`config.mk`:
```
export PLATFORM = sky130hd
export DESIGN_NAME = patch_gather_flat
export DESIGN_NICKNAME = d
export VERILOG_FILES = /design/src/rtl/patch_gather_pkg.sv /design/src/rtl/patch_gather_if.sv /design/src/rtl/patch_gather.sv /design/src/flat_wrapper.sv
export SDC_FILE = /design/constraint.sdc
export NUM_CORES = 1
export LEC_CHECK = 0
export CORE_AREA = 3 3 248 250
export DETAILED_ROUTE_END_ITERATION = 8
export DIE_AREA = 0 0 251 253
export PLACE_DENSITY = 0.59
export SETUP_SLACK_MARGIN = 0.15
export SYNTH_ARGS = -nofsm -noshare
export SYNTH_HDL_FRONTEND = slang
export SYNTH_SLANG_ARGS = --single-unit
```
`constraint.sdc`:
```
create_clock -name clk -period 26.5 [get_ports clk]
set_clock_uncertainty 0.1 [all_clocks]
set_input_delay 3.975 -clock clk [delete_from_list [all_inputs] [get_ports clk]]
set_output_delay 3.975 -clock clk [all_outputs]
set_load 0.02 [all_outputs]
```
`src/rtl/patch_gather_pkg.sv`:
```
// Shared constants, gather FSM state encoding and lane-mask helpers for the
// patch gather stage of the conv engine.
package patch_gather_pkg;

  localparam int LANES    = 32;
  localparam int FM_AW    = 20;
  localparam int PATCH_AW = 13;
  localparam int DW       = LANES * 8;

  typedef enum logic [2:0] {
    S_IDLE      = 3'd0,
    S_INIT      = 3'd1,
    S_TAP       = 3'd2,
    S_RD_ISSUE  = 3'd3,
    S_RD_WRITE  = 3'd4,
    S_PAD_WRITE = 3'd5,
    S_DONE      = 3'd6
  } state_t;

  // Bit j set iff lane j still carries a real channel of this chunk.
  function automatic logic [LANES-1:0] lane_mask(input logic [11:0] rem);
    logic [LANES-1:0] m;
    m = '0;
    for (int j = 0; j < LANES; j++) begin
      m[j] = (12'(j) < rem);
    end
    return m;
  endfunction

  function automatic logic [DW-1:0] byte_expand(input logic [LANES-1:0] m);
    logic [DW-1:0] w;
    w = '0;
    for (int j = 0; j < LANES; j++) begin
      w[j*8 +: 8] = {8{m[j]}};
    end
    return w;
  endfunction

endpackage

```
`src/rtl/patch_gather_if.sv`:
```
// Bundles the patch gather config/start/status signals, the feature-map read
// port and the patch-buffer write port. Names carry the gather block's view.
interface patch_gather_if;
  import patch_gather_pkg::*;

  // Strobe semantics, no backpressure anywhere: i_start is sampled only while
  // the block is idle; o_fm_rd_en presents o_fm_rd_addr for one cycle and
  // i_fm_rd_data must hold that word exactly one cycle later; o_patch_wr_en
  // commits the masked bytes of o_patch_wr_data at o_patch_wr_addr that cycle.
  logic                i_start;
  logic [10:0]         i_c_in;
  logic [3:0]          i_kernel_size;
  logic [1:0]          i_stride;
  logic [1:0]          i_pad;
  logic [9:0]          i_in_h;
  logic [9:0]          i_in_w;
  logic [9:0]          i_out_y;
  logic [9:0]          i_out_x;

  logic [FM_AW-1:0]    o_fm_rd_addr;
  logic                o_fm_rd_en;
  logic [DW-1:0]       i_fm_rd_data;

  logic                o_patch_wr_en;
  logic [PATCH_AW-1:0] o_patch_wr_addr;
  logic [DW-1:0]       o_patch_wr_data;
  logic [LANES-1:0]    o_patch_wr_mask;

  logic                o_busy;
  logic                o_done;

  modport master (
    output i_start, i_c_in, i_kernel_size, i_stride, i_pad,
           i_in_h, i_in_w, i_out_y, i_out_x, i_fm_rd_data,
    input  o_fm_rd_addr, o_fm_rd_en, o_patch_wr_en, o_patch_wr_addr,
           o_patch_wr_data, o_patch_wr_mask, o_busy, o_done
  );

  modport slave (
    input  i_start, i_c_in, i_kernel_size, i_stride, i_pad,
           i_in_h, i_in_w, i_out_y, i_out_x, i_fm_rd_data,
    output o_fm_rd_addr, o_fm_rd_en, o_patch_wr_en, o_patch_wr_addr,
           o_patch_wr_data, o_patch_wr_mask, o_busy, o_done
  );

endinterface

```
`src/rtl/patch_gather.sv`:
```
// Gathers the KxK x c_in input window of one output pixel into the patch
// buffer, 32 channels per word, writing zero padding for out-of-image taps.
module patch_gather
  import patch_gather_pkg::*;
(
  input  logic           clk,
  input  logic           rst,
  patch_gather_if.slave  bus,
  output state_t         o_dbg_state
);

  state_t              r_state;

  logic [10:0]         r_cin;
  logic                r_k3;
  logic                r_s2;
  logic [1:0]          r_pad;
  logic [9:0]          r_in_h;
  logic [9:0]          r_in_w;
  logic [9:0]          r_out_y;
  logic [9:0]          r_out_x;
  logic [6:0]          r_cw;

  logic [1:0]          r_ky;
  logic [1:0]          r_kx;
  logic [5:0]          r_chunk;
  logic [PATCH_AW-1:0] r_kpos_base;

  logic                r_fm_rd_en;
  logic [FM_AW-1:0]    r_fm_rd_addr;
  logic                r_wr_en;
  logic                r_wr_fm;
  logic [PATCH_AW-1:0] r_wr_addr;
  logic [LANES-1:0]    r_wr_mask;
  logic                r_busy;
  logic                r_done;

  logic [11:0]         w_oy_sc;
  logic [11:0]         w_ox_sc;
  logic [11:0]         w_iy;
  logic [11:0]         w_ix;
  logic                w_in_bounds;
  logic [FM_AW-1:0]    w_pix;
  logic [FM_AW-1:0]    w_fm_addr;
  logic [PATCH_AW-1:0] w_patch_addr;
  logic [11:0]         w_rem;
  logic [LANES-1:0]    w_mask;
  logic [11:0]         w_cin_round;
  logic                w_last_chunk;
  logic                w_last_kx;
  logic                w_last_ky;

  // Tap coordinates in 12-bit two's complement; bit 11 flags a negative tap.
  assign w_oy_sc = r_s2 ? {1'b0, r_out_y, 1'b0} : {2'b00, r_out_y};
  assign w_ox_sc = r_s2 ? {1'b0, r_out_x, 1'b0} : {2'b00, r_out_x};
  assign w_iy    = w_oy_sc - {10'd0, r_pad} + {10'd0, r_ky};
  assign w_ix    = w_ox_sc - {10'd0, r_pad} + {10'd0, r_kx};

  assign w_in_bounds = !w_iy[11] && !w_ix[11] &&
                       (w_iy < {2'b00, r_in_h}) && (w_ix < {2'b00, r_in_w});

  assign w_pix     = {10'd0, w_iy[9:0]} * {10'd0, r_in_w} + {10'd0, w_ix[9:0]};
  assign w_fm_addr = w_pix * {13'd0, r_cw} + {14'd0, r_chunk};

  assign w_patch_addr = r_kpos_base + {2'b00, r_chunk, 5'd0};
  assign w_rem        = {1'b0, r_cin} - {1'b0, r_chunk, 5'd0};
  assign w_mask       = lane_mask(w_rem);
  assign w_cin_round  = {1'b0, r_cin} + 12'd31;

  assign w_last_chunk = ({1'b0, r_chunk} == (r_cw - 7'd1));
  assign w_last_kx    = r_k3 ? (r_kx == 2'd2) : 1'b1;
  assign w_last_ky    = r_k3 ? (r_ky == 2'd2) : 1'b1;

  always_ff @(posedge clk) begin
    if (rst) begin
      r_state      <= S_IDLE;
      r_cin        <= '0;
      r_k3         <= 1'b0;
      r_s2         <= 1'b0;
      r_pad        <= '0;
      r_in_h       <= '0;
      r_in_w       <= '0;
      r_out_y      <= '0;
      r_out_x      <= '0;
      r_cw         <= '0;
      r_ky         <= '0;
      r_kx         <= '0;
      r_chunk      <= '0;
      r_kpos_base  <= '0;
      r_fm_rd_en   <= 1'b0;
      r_fm_rd_addr <= '0;
      r_wr_en      <= 1'b0;
      r_wr_fm      <= 1'b0;
      r_wr_addr    <= '0;
      r_wr_mask    <= '0;
      r_busy       <= 1'b0;
      r_done       <= 1'b0;
    end else begin
      case (r_state)
        S_IDLE: begin
          // Config is captured on the accepting edge so later input changes cannot leak in.
          if (bus.i_start) begin
            r_cin   <= bus.i_c_in;
            r_k3    <= (bus.i_kernel_size == 4'd3);
            r_s2    <= (bus.i_stride == 2'd2);
            r_pad   <= bus.i_pad;
            r_in_h  <= bus.i_in_h;
            r_in_w  <= bus.i_in_w;
            r_out_y <= bus.i_out_y;
            r_out_x <= bus.i_out_x;
            r_busy  <= 1'b1;
            r_state <= S_INIT;
          end
        end

        S_INIT: begin
          r_cw        <= w_cin_round[11:5];
          r_ky        <= '0;
          r_kx        <= '0;
          r_chunk     <= '0;
          r_kpos_base <= '0;
          r_state     <= S_TAP;
        end

        S_TAP: begin
          r_wr_addr <= w_patch_addr;
          r_wr_mask <= w_mask;
          if (w_in_bounds) begin
            r_fm_rd_en   <= 1'b1;
            r_fm_rd_addr <= w_fm_addr;
            r_state      <= S_RD_ISSUE;
          end else begin
            r_wr_en <= 1'b1;
            r_state <= S_PAD_WRITE;
          end
        end

        S_RD_ISSUE: begin
          r_fm_rd_en <= 1'b0;
          r_wr_en    <= 1'b1;
          r_wr_fm    <= 1'b1;
          r_state    <= S_RD_WRITE;
        end

        S_RD_WRITE, S_PAD_WRITE: begin
          r_wr_en <= 1'b0;
          r_wr_fm <= 1'b0;
          if (!w_last_chunk) begin
            r_chunk <= r_chunk + 6'd1;
          end else begin
            r_chunk     <= '0;
            r_kpos_base <= r_kpos_base + {2'b00, r_cin};
            if (!w_last_kx) begin
              r_kx <= r_kx + 2'd1;
            end else begin
              r_kx <= '0;
              if (!w_last_ky) r_ky <= r_ky + 2'd1;
            end
          end
          if (w_last_chunk && w_last_kx && w_last_ky) begin
            r_busy  <= 1'b0;
            r_done  <= 1'b1;
            r_state <= S_DONE;
          end else begin
            r_state <= S_TAP;
          end
        end

        S_DONE: begin
          r_done  <= 1'b0;
          r_state <= S_IDLE;
        end

        default: begin
          r_state <= S_IDLE;
        end
      endcase
    end
  end

  // Read data is only valid in the write cycle, so it passes straight to the patch port.
  assign bus.o_patch_wr_data = r_wr_fm ? (bus.i_fm_rd_data & byte_expand(r_wr_mask)) : '0;

  assign bus.o_fm_rd_en      = r_fm_rd_en;
  assign bus.o_fm_rd_addr    = r_fm_rd_addr;
  assign bus.o_patch_wr_en   = r_wr_en;
  assign bus.o_patch_wr_addr = r_wr_addr;
  assign bus.o_patch_wr_mask = r_wr_mask;
  assign bus.o_busy          = r_busy;
  assign bus.o_done          = r_done;
  assign o_dbg_state         = r_state;

endmodule

```
`src/flat_wrapper.sv`:
```
// flat-port wrapper written by rule: the top's interface ports become plain ports
module patch_gather_flat import patch_gather_pkg::*;
  (clk, rst, o_dbg_state, bus_i_start, bus_i_c_in, bus_i_kernel_size, bus_i_stride, bus_i_pad, bus_i_in_h, bus_i_in_w, bus_i_out_y, bus_i_out_x, bus_i_fm_rd_data, bus_o_fm_rd_addr, bus_o_fm_rd_en, bus_o_patch_wr_en, bus_o_patch_wr_addr, bus_o_patch_wr_data, bus_o_patch_wr_mask, bus_o_busy, bus_o_done);
  patch_gather_if bus_i ();
  input  logic clk;
  input  logic rst;
  output state_t o_dbg_state;
  input wire logic [$bits(bus_i.i_start)-1:0] bus_i_start;
  input wire logic [$bits(bus_i.i_c_in)-1:0] bus_i_c_in;
  input wire logic [$bits(bus_i.i_kernel_size)-1:0] bus_i_kernel_size;
  input wire logic [$bits(bus_i.i_stride)-1:0] bus_i_stride;
  input wire logic [$bits(bus_i.i_pad)-1:0] bus_i_pad;
  input wire logic [$bits(bus_i.i_in_h)-1:0] bus_i_in_h;
  input wire logic [$bits(bus_i.i_in_w)-1:0] bus_i_in_w;
  input wire logic [$bits(bus_i.i_out_y)-1:0] bus_i_out_y;
  input wire logic [$bits(bus_i.i_out_x)-1:0] bus_i_out_x;
  input wire logic [$bits(bus_i.i_fm_rd_data)-1:0] bus_i_fm_rd_data;
  output wire logic [$bits(bus_i.o_fm_rd_addr)-1:0] bus_o_fm_rd_addr;
  output wire logic [$bits(bus_i.o_fm_rd_en)-1:0] bus_o_fm_rd_en;
  output wire logic [$bits(bus_i.o_patch_wr_en)-1:0] bus_o_patch_wr_en;
  output wire logic [$bits(bus_i.o_patch_wr_addr)-1:0] bus_o_patch_wr_addr;
  output wire logic [$bits(bus_i.o_patch_wr_data)-1:0] bus_o_patch_wr_data;
  output wire logic [$bits(bus_i.o_patch_wr_mask)-1:0] bus_o_patch_wr_mask;
  output wire logic [$bits(bus_i.o_busy)-1:0] bus_o_busy;
  output wire logic [$bits(bus_i.o_done)-1:0] bus_o_done;
  assign bus_i.i_start = bus_i_start;
  assign bus_i.i_c_in = bus_i_c_in;
  assign bus_i.i_kernel_size = bus_i_kernel_size;
  assign bus_i.i_stride = bus_i_stride;
  assign bus_i.i_pad = bus_i_pad;
  assign bus_i.i_in_h = bus_i_in_h;
  assign bus_i.i_in_w = bus_i_in_w;
  assign bus_i.i_out_y = bus_i_out_y;
  assign bus_i.i_out_x = bus_i_out_x;
  assign bus_i.i_fm_rd_data = bus_i_fm_rd_data;
  assign bus_o_fm_rd_addr = bus_i.o_fm_rd_addr;
  assign bus_o_fm_rd_en = bus_i.o_fm_rd_en;
  assign bus_o_patch_wr_en = bus_i.o_patch_wr_en;
  assign bus_o_patch_wr_addr = bus_i.o_patch_wr_addr;
  assign bus_o_patch_wr_data = bus_i.o_patch_wr_data;
  assign bus_o_patch_wr_mask = bus_i.o_patch_wr_mask;
  assign bus_o_busy = bus_i.o_busy;
  assign bus_o_done = bus_i.o_done;
  patch_gather u_core (.clk(clk), .rst(rst), .bus(bus_i), .o_dbg_state(o_dbg_state));
endmodule
```
==> results.sh <==
export IMPL_required_ns=26.73
export IMPL_cap_viol_max_count=0
export IMPL_antenna_found_initial=22
export IMPL_hp_class="flip-flop to flip-flop"
export IMPL_critPathKind="flip-flop to flip-flop"
export IMPL_synthArstFlopShare=0
export IMPL_syn_area_um2=18000
export IMPL_hold_start="u_core.r_in_h[5]$_SDFFE_PP0P_"
export IMPL_root_buffer="clkbuf_16"
export IMPL_grt_overflow_total=0
export IMPL_track_usage=0.306
export IMPL_finalWirelength_um=98600
export IMPL_synth_top_area_cell="dfxtp_1"
export IMPL_avgSynthCellArea_um2=7.95
export IMPL_syn2layout_area_growth_pct=42.8
export IMPL_grt_use_met2=0.532
export IMPL_r2r_start="u_core.r_ky[1]$_SDFFE_PP0P_"
export IMPL_power_density_nw_per_um2=55.8
export IMPL_ff_latch_area_um2=3170
export IMPL_ys_seq_area_frac=0.175
export IMPL_crit_top_cell="fa_1"
export IMPL_synth_distinct_cells=78
export IMPL_critPathArrivalTime_ns=11.81
export IMPL_rrSetupSlack_ns=14.92
export IMPL_max_slew_margin=0.103
export IMPL_synth_area_top_cells="dfxtp_1 (18%), fa_1 (17%), ha_1 (12%)"
export IMPL_setup_tns_ns=0
export IMPL_cp_slowest_cell="xor2_1"
export IMPL_dr_total_vias=18400
export IMPL_synth_flop_cell="dfxtp_1"
export IMPL_final_hold_viol_count=0
export IMPL_drive_above_1_share=0.0247
export IMPL_cts_resized=0
export IMPL_synth_edf_count=0
export IMPL_post_route_period_util=0.437
export IMPL_ff2ff_path_depth=38
export IMPL_setup_violations=0
export IMPL_insertion_delay_ns=0.48
export IMPL_worstHoldPathCells=2
export IMPL_grt_first_pass_wirelength_um=138000
export IMPL_final_core_util=0.435
export IMPL_first_global_vias=18700
export IMPL_drt_pre_antenna_iters=8
export IMPL_wl_per_cell_um=27.2
export IMPL_max_stage_delay_ns=0.69
export IMPL_core_um2=59200
export IMPL_ir_worst_vdd_mv=0.0523
export IMPL_h_tree_depth=4
export IMPL_hpwl_um=84200
export IMPL_hold_end="u_core.r_in_h[5]$_SDFFE_PP0P_"
export IMPL_die_width_um=251
export IMPL_critical_path_max_fanout=11
export IMPL_rsz0062_at_grt="false"
export IMPL_fill_cells=5888
export IMPL_r2r_end="u_core.bus.o_fm_rd_addr[19]$_SDFFE_PP0P_"
export IMPL_critPathTopFamily="adder cells"
export IMPL_end_kind="flip-flop"
export IMPL_cts_sinks=158
export IMPL_cts_tree="done"
export IMPL_startpoint_type="flip-flop"
export IMPL_status="finished clean"
export IMPL_hold_ws_ns=0.355
export IMPL_multiInputGateArea_um2=13300
export IMPL_cts_buffer_depth=2
export IMPL_period_needed_ns=11.58
export IMPL_gp_congestion=1.02
export IMPL_antenna_left=0
export IMPL_via_per_inst=5.08
export IMPL_synth_warnings=0
export IMPL_port_buffers=645
export IMPL_syn_instance_count=2268
export IMPL_initial_core_util=0.304
export IMPL_hold_buffers=0
export IMPL_yosysMostFrequentCell="inv_1"
export IMPL_io_pins=646
export IMPL_row_count=89
export IMPL_globalRoute_busiestLayer="met2"
export IMPL_clk_pin_slew_worst_paths_ns=0.07
export IMPL_drc=0
export IMPL_die_area_um2=63500
export IMPL_ys_ff_latch=158
export IMPL_netlist_top_cells_count="inv_1 (284), nand2_1 (269), and3_1 (267)"
export IMPL_cts_buffers=17
export IMPL_tightest_slew_ns=1.33
export IMPL_postCtsSetupBuffers=0
export IMPL_power_leakage_uw=0.0116
export IMPL_die_h_um=253
export IMPL_nets=3464
export IMPL_gr_usage_met3=0.0495
export IMPL_fmax_mhz=86.4
export IMPL_grt_util_met1=0.347
export IMPL_grt_max_degree=126
export IMPL_slew_violations=0
export IMPL_synth_top_area_frac=0.175
export IMPL_syn_nets=2911
export IMPL_path_buf_inv=7
export IMPL_drt_iter0_drc=1317
==> cells by family (layout without fill, tap and decap cells) <==
kind of cell | after synthesis | after routing | share of synthesized area
adder cells (fa/ha/maj) | 325 | 325 | 0.291
flip-flops | 158 | 158 | 0.175
multiplexers | 37 | 37 | 0.0205
AO/OA/AOI/OAI | 354 | 354 | 0.121
other | 0 | 17 | 0
AND/OR/NAND/NOR | 906 | 906 | 0.265
XOR/XNOR | 79 | 79 | 0.0407
buffers and inverters | 409 | 974 | 0.0862
==> sequential cells by signal (all words and copies together) (netlist names), 7 cells and up <==
name	count
u_core.r_in_w	10
u_core.r_in_h	10
u_core.bus.o_patch_wr_mask	32
u_core.bus.o_patch_wr_addr	13
u_core.r_out_y	10
u_core.r_cin	11
u_core.r_kpos_base	13
u_core.r_out_x	10
u_core.r_cw	7
u_core.bus.o_fm_rd_addr	20
==> routing by layer <==
| metal | routed length (um) | part of all wire |
|---|---|---|
| met3 | 4810 | 0.049 |
| met1 | 38300 | 0.39 |
| met5 | 9 | 0.000091 |
| met2 | 48200 | 0.49 |
| met4 | 7350 | 0.074 |
==> cell type report <==
| class | count | share of cell area |
|---|---|---|
| repair buffers | 659 | 0.255 |
| inverters | 284 | 0.0414 |
| clock buffers | 17 | 0.0165 |
| multi-input cells | 1701 | 0.518 |
| diodes | 17 | 0.00165 |
| flip-flops and latches | 158 | 0.123 |
| well taps | 773 | 0.0376 |
| clock inverters | 14 | 0.00700 |
==> power by group <==
part	total [uW]	leakage [uW]	internal, uW	switching, uW
clock	263	0.000296	149	114
combinational	890	0.0100	362	528
sequential	283	0.00129	249	34.0
total	1440	0.0116	760	676
==> worst register-to-register path, delay by kind of cell, from the launching register on <==
family	cells	cell delay, ns
adder cells (fa/ha/maj)	13	6.23
AO/OA/AOI/OAI	10	2.52
AND/OR/NAND/NOR	5	0.78
XOR/XNOR	2	0.93
multiplexers	1	0.15
flip-flops	1	0.36
buffers and inverters	7	0.38
==> worst max path at each step <==
stage                     cells after the start                        start                                  endpoint  slack, ns
after floorplan                              47     u_core.r_s2$_SDFFE_PP0P_  u_core.bus.o_fm_rd_addr[19]$_SDFFE_PP0P_      15.43
after global placement                       38  u_core.r_ky[1]$_SDFFE_PP0P_  u_core.bus.o_fm_rd_addr[19]$_SDFFE_PP0P_      15.11
after detailed placement                     42  u_core.r_ky[1]$_SDFFE_PP0P_  u_core.bus.o_fm_rd_addr[19]$_SDFFE_PP0P_      14.93
after CTS                                    42  u_core.r_ky[1]$_SDFFE_PP0P_  u_core.bus.o_fm_rd_addr[19]$_SDFFE_PP0P_      14.90
after global routing                         42  u_core.r_ky[1]$_SDFFE_PP0P_  u_core.bus.o_fm_rd_addr[19]$_SDFFE_PP0P_      14.12
final                                        38  u_core.r_ky[1]$_SDFFE_PP0P_  u_core.bus.o_fm_rd_addr[19]$_SDFFE_PP0P_      14.92
==> cell usage in the layout (no fill, tap or decap), drive strengths merged, types with 13 or more instances in the layout <==
master and instances:
a211oi 17, a21o 19, a21oi 140, a31oi 38, and2 146, and3 267, buf 15, clkbuf 17
clkdlybuf4s50 644, dfxtp 158, diode 17, fa 156, ha 169, inv 289, mux2i 37, nand2 269
nand2b 20, nand3 19, nor2 94, nor2b 17, nor3 23, o211ai 13, o21ai 71, xnor2 55
xor2 21
==> per-stage QoR <==
stage          instance area [um^2]  std cells  total power [uW]  setup slack [ns]
6_report                      25700       3623              1440             14.92
5_1_grt                       25700       3610              1580             14.12
4_1_cts                       25700       3606              1440             14.90
3_5_place_dp                  25100       3575              1170             14.93
3_3_place_gp                  25100       3575              1160             15.11
2_1_floorplan                 18000       2268               901             15.43
Note: power is estimated with default switching activity, not from simulation.
